[src/rtl/core_dma_pkg.sv]
// Shared definitions for the CPU core and the sprite DMA engine:
// bus cycle timing, DMA state encoding and bus request layout.
package core_dma_pkg;

  // Master clocks per CPU cycle; the core divider uses the same value.
  localparam int unsigned C_TICKS     = 12;
  localparam logic [15:0] C_TRIG_ADDR = 16'h4014;
  localparam logic [15:0] C_DEST_ADDR = 16'h2004;

  typedef enum logic [2:0] {
    IDLE,
    HALT,
    ALIGN,
    READ,
    WRITE
  } dma_state_t;

  // One bus cycle as driven towards the system bus.
  typedef struct packed {
    logic [15:0] addr;
    logic [7:0]  wr_data;
    logic        rdwr;
  } bus_req_t;

  // A core write to the trigger register starts a transfer.
  function automatic logic f_is_trigger(input logic [15:0] addr,
                                        input logic        rdwr,
                                        input logic [15:0] trig);
    return (!rdwr) && (addr == trig);
  endfunction

endpackage

[src/rtl/dma_timing.sv]
// CPU-cycle timing: free-running tick counter, commit strobe (tick==0)
// and a parity bit that toggles on every commit edge.
module dma_timing #(
  parameter int P_TICKS = 12
) (
  input  logic I_clock,
  input  logic I_reset,
  output logic o_commit,
  output logic o_parity
);

  localparam int W = (P_TICKS > 1) ? $clog2(P_TICKS) : 1;
  localparam logic [W-1:0] LAST = W'(P_TICKS - 1);

  logic [W-1:0] r_tick;
  logic         r_parity;

  assign o_commit = (r_tick == '0);
  assign o_parity = r_parity;

  // Tick wraps at P_TICKS-1; parity flips once per CPU cycle.
  always_ff @(posedge I_clock or negedge I_reset) begin
    if (!I_reset) begin
      r_tick   <= '0;
      r_parity <= 1'b0;
    end else begin
      r_tick <= (r_tick == LAST) ? '0 : r_tick + 1'b1;
      if (o_commit) r_parity <= ~r_parity;
    end
  end

endmodule

[src/rtl/oam_dma.sv]
// Sprite DMA engine: passes core bus cycles through, snoops writes to the
// trigger register, then halts the core and copies one 256-byte page to
// the OAM data port as alternating read/write CPU cycles.
module oam_dma
  import core_dma_pkg::*;
#(
  parameter int          P_TICKS     = C_TICKS,
  parameter logic [15:0] P_TRIG_ADDR = C_TRIG_ADDR,
  parameter logic [15:0] P_DEST_ADDR = C_DEST_ADDR
) (
  input  logic        I_clock,
  input  logic        I_reset,
  input  logic [15:0] I_cpu_addr,
  input  logic [7:0]  I_cpu_wr_data,
  input  logic        I_cpu_rdwr,
  input  logic [7:0]  I_rd_data,
  output logic [15:0] O_addr,
  output logic [7:0]  O_wr_data,
  output logic        O_rdwr,
  output logic        O_ready,
  output logic        O_active
);

  logic       w_commit;
  logic       w_parity;
  dma_state_t r_state;
  logic [7:0] r_page;
  logic [7:0] r_idx;
  logic [7:0] r_latch;
  logic       r_ready;
  logic       r_active;
  bus_req_t   w_bus;

  dma_timing #(.P_TICKS(P_TICKS)) u_timing (
    .I_clock (I_clock),
    .I_reset (I_reset),
    .o_commit(w_commit),
    .o_parity(w_parity)
  );

  // Transfer sequencing; every transition lands on a commit edge so the
  // core is frozen and released at the same tick phase.
  always_ff @(posedge I_clock or negedge I_reset) begin
    if (!I_reset) begin
      r_state  <= IDLE;
      r_page   <= 8'h00;
      r_idx    <= 8'h00;
      r_latch  <= 8'h00;
      r_ready  <= 1'b1;
      r_active <= 1'b0;
    end else if (w_commit) begin
      case (r_state)
        IDLE: begin
          if (f_is_trigger(I_cpu_addr, I_cpu_rdwr, P_TRIG_ADDR)) begin
            r_page  <= I_cpu_wr_data;
            r_ready <= 1'b0;
            r_state <= HALT;
          end
        end
        HALT: begin
          // Reads must start on an even cycle; burn one more if odd.
          if (w_parity) begin
            r_state <= ALIGN;
          end else begin
            r_idx    <= 8'h00;
            r_active <= 1'b1;
            r_state  <= READ;
          end
        end
        ALIGN: begin
          r_idx    <= 8'h00;
          r_active <= 1'b1;
          r_state  <= READ;
        end
        READ: begin
          r_latch <= I_rd_data;
          r_state <= WRITE;
        end
        WRITE: begin
          r_idx <= r_idx + 8'd1;
          if (r_idx == 8'hFF) begin
            r_ready  <= 1'b1;
            r_active <= 1'b0;
            r_state  <= IDLE;
          end else begin
            r_state <= READ;
          end
        end
        default: r_state <= IDLE;
      endcase
    end
  end

  // Bus ownership: the core drives the bus except in READ/WRITE.
  always_comb begin
    w_bus = '{addr: I_cpu_addr, wr_data: I_cpu_wr_data, rdwr: I_cpu_rdwr};
    if (r_state == READ) begin
      w_bus.addr = {r_page, r_idx};
      w_bus.rdwr = 1'b1;
    end else if (r_state == WRITE) begin
      w_bus.addr    = P_DEST_ADDR;
      w_bus.wr_data = r_latch;
      w_bus.rdwr    = 1'b0;
    end
  end

  assign O_addr    = w_bus.addr;
  assign O_wr_data = w_bus.wr_data;
  assign O_rdwr    = w_bus.rdwr;
  assign O_ready   = r_ready;
  assign O_active  = r_active;

endmodule

[config.mk]
export PLATFORM = sky130hd
export DESIGN_NAME = oam_dma
export DESIGN_NICKNAME = d
export VERILOG_FILES = /design/src/rtl/core_dma_pkg.sv /design/src/rtl/dma_timing.sv /design/src/rtl/oam_dma.sv
export SDC_FILE = /design/constraint.sdc
export NUM_CORES = 1
export LEC_CHECK = 0
export CORE_MARGIN = 2
export CORE_UTILIZATION = 42
export DETAILED_ROUTE_END_ITERATION = 8
export PLACE_DENSITY_LB_ADDON = 0.08
export SYNTH_ARGS = -nofsm -noshare
export SYNTH_HDL_FRONTEND = slang
export SYNTH_SLANG_ARGS = --single-unit
[constraint.sdc]
create_clock -name I_clock -period 2.3 [get_ports I_clock]
set_clock_uncertainty 0.15 [all_clocks]
set_input_delay 0.23 -clock I_clock [delete_from_list [all_inputs] [get_ports I_clock]]
set_output_delay 0.23 -clock I_clock [all_outputs]
set_load 0.05 [all_outputs]
==> results.yml, run 1 <==
status:
  status: "completed"
logic_synthesis:
  synth_top_family_by_area: "compound AO/OA/AOI/OAI gates"
  postSynthNetCount: 214
  synth_flop_cell: "dfrtp_1"
  synth_compound_area_frac: 0.180
  yosys.area_share.xor_xnor: 0.00457
  synth_top_area_cell: "dfrtp_1"
  yosysWarnings: 0
  synthSimpleGateAreaFrac: 0.167
  synth_edf_count: 0
  synthAdderAreaFrac: 0.0196
  async_flop_share: 1.00
  yosysMostFrequentCell: "dfrtp_1"
  ys_seq_area_frac: 0.445
  syn_inst: 176
  synth_area_leaders: "dfrtp_1, mux2_2, a22o_1, o21ai_0, ha_1"
  ys_ff_latch: 34
  yosysTopAreaCellShare: 0.431
  netlist_area_mm2: 0.00192
  synth_common_cells: "dfrtp_1, mux2_2, a22o_1"
  avgSynthCellArea_um2: 10.9
  synthMuxAreaShare: 0.141
  synth.distinct_cells: 47
timing:
  setup-tns-final_ns: 0
  fmax_ghz: 0.444
  slew_viol_final: 0
  setup_viol: 0
  fin_hold_ws_ns: 0.210
  slew_headroom: 0.671
  min_period_over_period: 0.979
  hold_viol: 0
  worst_slew_pin_slew_ns: 0.492
  period_minus_slack_ns: 2.25
finish:
  finish.utilization: 0.616
  antenna_cells: 0
  layout-drive-gt1-share: 0.317
  multi_input_area_um2: 997
  instances_no_fill: 298
  n_fill_cell: 379
  fin_nets: 283
  area_growth_pct: 41.0
  seq_area_um2: 852
power_and_ir_drop:
  p_per_area_mw_per_mm2: 447
  swShare: 0.240
  intPower_uw: 918
  p_seq_frac: 0.503
  switching_power_uw: 289
  pwr-share-comb: 0.111
  p_clk_frac: 0.386
  leakagePower_nw: 1.18
  ir_drop_mv: 0.321
  power_mw: 1.21
place:
  dp_hpwl_um: 3880
  place_inst: 288
  place_congestion: 0.798
  io_buffers: 61
setup_path:
  critPathRequiredTime_ns: 1.92
  path_class: "reg -> out"
  crit_fanout: 14
  critPathArrivalTime_ns: 1.87
  startpoint_type: "flip-flop"
  end_kind: "output pin"
die:
  core_area_mm2: 0.00438
  io_pins: 62
  die_w_um: 71.5
  start_util: 0.437
  die_y_um: 71.5
  num_rows: 24
  dieArea_mm2: 0.00512
drt:
  via_per_inst: 5.88
  detail-route-antenna-nets: 0
  routedWlPerCell_um: 17.3
  dr.first_iter.drc_count: 136
  routed_wl_um: 5150
  drt-pass1-iter-count: 4
  vias: 1752
  post-route-drc-count: 0
grt:
  overflow: 0
  grt_max_degree: 35
  first_global_vias: 1822
  grt_pass1_wl_um: 8630
  track_usage: 0.215
  antenna_found_initial: 0
cts:
  cts-root-buf: "clkbuf_8"
  path_clk_slew_ns: 0.07
  cts.path.max_buffers: 2
  clk-insertion-delay-late_ns: 0.29
  cts_tree: "yes"
  clock_sinks: 34
  numCtsBuffers: 5
  cts.htree.levels: 2
flow_run:
  drv_cap: 0
hold_path:
  min_path_type: "in -> async"
## cells by family (layout without fill, tap and decap cells)
family / Yosys count / in the layout
AOI/OAI and AO/OA: 46 / 46
muxes: 24 / 24
xor gates and xnor gates: 1 / 1
adders and majority gates: 3 / 3
buffers and inverters: 16 / 86
and+or+nand+nor: 52 / 52
DFF: 34 / 34
## layout make-up
cell class | count | share of cell area
Multi-Input combinational cell | 126 | 0.369
Timing Repair Buffer | 72 | 0.247
Tap cell | 52 | 0.0241
Clock inverter | 2 | 0.00463
Inverter | 6 | 0.00834
Clock buffer | 6 | 0.0306
Sequential cell | 34 | 0.316
## through the flow
| stage | setup WS, ns | cell area [um^2] |
|---|---|---|
| after floorplan | 0.0289 | 1920 |
| after global placement | 0.0324 | 2560 |
| after detailed placement | -0.0374 | 2560 |
| after CTS | -0.107 | 2660 |
| after global routing | -0.0139 | 2700 |
| final | 0.0481 | 2700 |
## layer usage
metal  global-route usage  vias to the layer above  part of all wire  wire [um]
met4               0.0818                        0             0.016         84
met3               0.0506                       10             0.067        347
met1                0.266                      873              0.41       2110
met2                0.363                       66              0.51       2610
li1                     -                      803                 -          -
met5                    0                        -                 0          0
## critical path, cell delays in order (launching register included)
cell	delay [ns]
dfrtp_1	0.52
nor3_4	0.30
buf_4	0.19
nor2_4	0.04
buf_12	0.14
a22o_1	0.19
buf_4	0.19
## power by group through the flow
stage	Combinational [mW]	Clock, mW	Sequential [mW]
finish	0.134	0.466	0.608
global route	0.144	0.503	0.608
CTS	0.136	0.476	0.608
detailed placement	0.135	0	0.619
global placement	0.133	0	0.619
floorplan	0.0428	0	0.618
## placed cells by master (no fill, tap or decap), drive strengths merged, types with 2 or more instances in the layout
| cell type | instances |
|---|---|
| a21oi | 7 |
| mux2 | 24 |
| or3 | 2 |
| ha | 3 |
| nor3b | 2 |
| o22a | 2 |
| o311ai | 2 |
| or4 | 3 |
| inv | 5 |
| dfrtp | 33 |
| o31ai | 2 |
| o21ai | 12 |
| clkdlybuf4s50 | 36 |
| nor3 | 4 |
| and4 | 4 |
| clkbuf | 6 |
| nand4 | 2 |
| a22o | 14 |
| nor2 | 11 |
| nand3 | 7 |
| nand2 | 9 |
| buf | 36 |
| or3b | 2 |
| clkinv | 2 |
## flip-flops by register name, indices dropped and copies added, names as in the netlist
name,flops
O_ready,1
r_state,3
r_latch,8
u_timing.o_parity,1
r_page,8
r_idx,8
O_active,1
u_timing.r_tick,4
## worst paths after layout
path                                         startpoint              endpoint  slack (ns)  cells after the start
setup reg to reg           u_timing.r_tick[0]$_DFF_PN0_  r_idx[5]$_DFFE_PN0P_        0.17                      7
setup / recovery                 r_state[0]$_DFFE_PN0P_             O_addr[8]        0.05                      6
hold / removal                                  I_reset  r_idx[4]$_DFFE_PN0P_        0.21                      2
min in group I_clock               O_active$_DFFE_PN0P_  O_active$_DFFE_PN0P_        0.34                      1
max in group asynchronous                       I_reset   O_ready$_DFFE_PN1P_        1.45                      2
hold reg to reg                    O_active$_DFFE_PN0P_  O_active$_DFFE_PN0P_        0.34                      1
## timing repair
action,4_1_cts,5_1_grt
setup buffers,0,2
pin swaps,0,2
resized for setup,0,3
setup endpoints to repair,24,24
hold buffers,0,0
Power figures use the tool's default switching activity.
==> run 2: changes to the inputs <==
--- a/constraint.sdc
+++ b/constraint.sdc
@@ -4,2 +4,2 @@
 set_output_delay 0.23 -clock I_clock [all_outputs]
-set_load 0.05 [all_outputs]
+set_load 0.02 [all_outputs]
==> run 2 against run 1 <==
Largest cell class unchanged; die area is the same; sequential share of layout area fell by 0.35 points; hold slack worse by 0.0033 ns; via count shrank 1.5%; non-clock buffer count rose by 4; critical path type unchanged; critical path depth decreased by 2.
==> results.yml, run 2 (synthesis gave the netlist of run 1 again) <==
status:
  status: "completed"
cts:
  clock_sinks: 34
  cts.htree.levels: 2
  numCtsBuffers: 5
  clk-insertion-delay-late_ns: 0.29
  path_clk_slew_ns: 0.07
  cts-root-buf: "clkbuf_8"
  cts.path.max_buffers: 2
  cts_tree: "yes"
timing:
  min_period_over_period: 0.958
  fmax_ghz: 0.454
  fin_hold_ws_ns: 0.207
  slew_viol_final: 0
  hold_viol: 0
  setup-tns-final_ns: 0
  setup_viol: 0
  worst_slew_pin_slew_ns: 0.490
  period_minus_slack_ns: 2.20
  slew_headroom: 0.672
  setup_slack_ns: 0.0963
drt:
  vias: 1725
  routedWlPerCell_um: 17.3
  dr.first_iter.drc_count: 81
  drt-pass1-iter-count: 4
  post-route-drc-count: 0
  routed_wl_um: 5230
  detail-route-antenna-nets: 0
  via_per_inst: 5.71
die:
  die_y_um: 71.5
  start_util: 0.437
  core_area_mm2: 0.00438
  die_w_um: 71.5
  io_pins: 62
  dieArea_mm2: 0.00512
  num_rows: 24
place:
  io_buffers: 61
  place_inst: 291
  place_congestion: 0.845
  preCtsSetupSlack_ns: -0.133
  dp_hpwl_um: 3860
grt:
  grt_max_degree: 35
  track_usage: 0.218
  grt_pass1_wl_um: 8630
  first_global_vias: 1801
  overflow: 0
  antenna_found_initial: 0
finish:
  reg.largest.list: "r_idx (8), r_latch (8), r_page (8)"
  antenna_cells: 0
  final_cell_mix: "clkdlybuf4s50_1, dfrtp_1, dlygate4sd2_1, mux2_2, a22o_1"
  fin_nets: 287
  instances_no_fill: 302
  finish.utilization: 0.623
  final_common_cell: "clkdlybuf4s50_1"
  area_growth_pct: 42.5
  layout-drive-gt1-share: 0.228
setup_path:
  cpPeakStageDelay_ns: 0.43
  end_kind: "output pin"
  critPathRequiredTime_ns: 1.92
  critPathTopFamily: "buffers and inverters"
  critPathArrivalTime_ns: 1.82
  slowest_stage: "dfrtp_1"
  startpoint_type: "flip-flop"
  path_class: "reg -> out"
  crit_path_cell_trace: "nor3_4 > buf_4 > mux2_2 > dlygate4sd2_1"
  critPathBufInv: 2
  crit_fanout: 7
power_and_ir_drop:
  ir_drop_mv: 0.390
  leakagePower_nw: 1.24
  p_per_area_mw_per_mm2: 432
hold_path:
  min_path_type: "in -> async"
flow_run:
  drv_cap: 0
## run 2: where the power goes
group	internal [mW]	total (mW)	switching (mW)
logic	0.0705	0.114	0.0430
registers	0.605	0.609	0.00362
clock network	0.241	0.457	0.215
total	0.917	1.18	0.262
## run 2: final timing paths
kind | startpoint | end | slack, ns | cells after the start
max | r_state[1]$_DFFE_PN0P_ | O_wr_data[7] | 0.1 | 4
min | I_reset | r_idx[6]$_DFFE_PN0P_ | 0.21 | 2
max reg2reg | u_timing.r_tick[0]$_DFF_PN0_ | r_idx[5]$_DFFE_PN0P_ | 0.12 | 7
min reg2reg | O_ready$_DFFE_PN1P_ | O_ready$_DFFE_PN1P_ | 0.34 | 2
max in group asynchronous | I_reset | O_ready$_DFFE_PN1P_ | 1.45 | 2
min in group I_clock | O_ready$_DFFE_PN1P_ | O_ready$_DFFE_PN1P_ | 0.34 | 2
## run 2: through the flow
| stage | power, mW | instance area [um^2] |
|---|---|---|
| 2_1_floorplan | 0.644 | 1920 |
| 3_3_place_gp | 0.738 | 2620 |
| 3_5_place_dp | 0.740 | 2620 |
| 4_1_cts | 1.19 | 2720 |
| 5_1_grt | 1.23 | 2730 |
| 6_report | 1.18 | 2730 |
## run 2: worst register-to-register path, cell delays in order, from the launching register on
cell and delay [ns]:
dfrtp_1 0.42, inv_1 0.08, ha_1 0.16, nor3b_4 0.21, buf_4 0.21, o311ai_4 0.18
or4_1 0.52, a21oi_1 0.17
## run 2: routing by layer
layer	vias up	GRT usage	wire length, um
li1	809	-	-
met1	859	0.270	2270
met2	49	0.366	2600
met3	8	0.0563	278
met4	0	0.0839	81
met5	-	0	0
## run 2: area by class of cell
type                    count  area (um^2)
fillers                   367         1650
multi-input cells         126          991
flip-flops and latches     34          852
repair buffers             76          708
clock buffers               7         86.3
well taps                  52         65.1
inverters                   6         22.5
clock inverters             1         5.00
## run 2: repair_timing
item                                    CTS  global route
buffers inserted                          2             1
gates resized for setup                  28             1
endpoints found under the setup margin   25            10
pin swaps                                 2             1
gates cloned                              0             0
hold buffers                              0             0
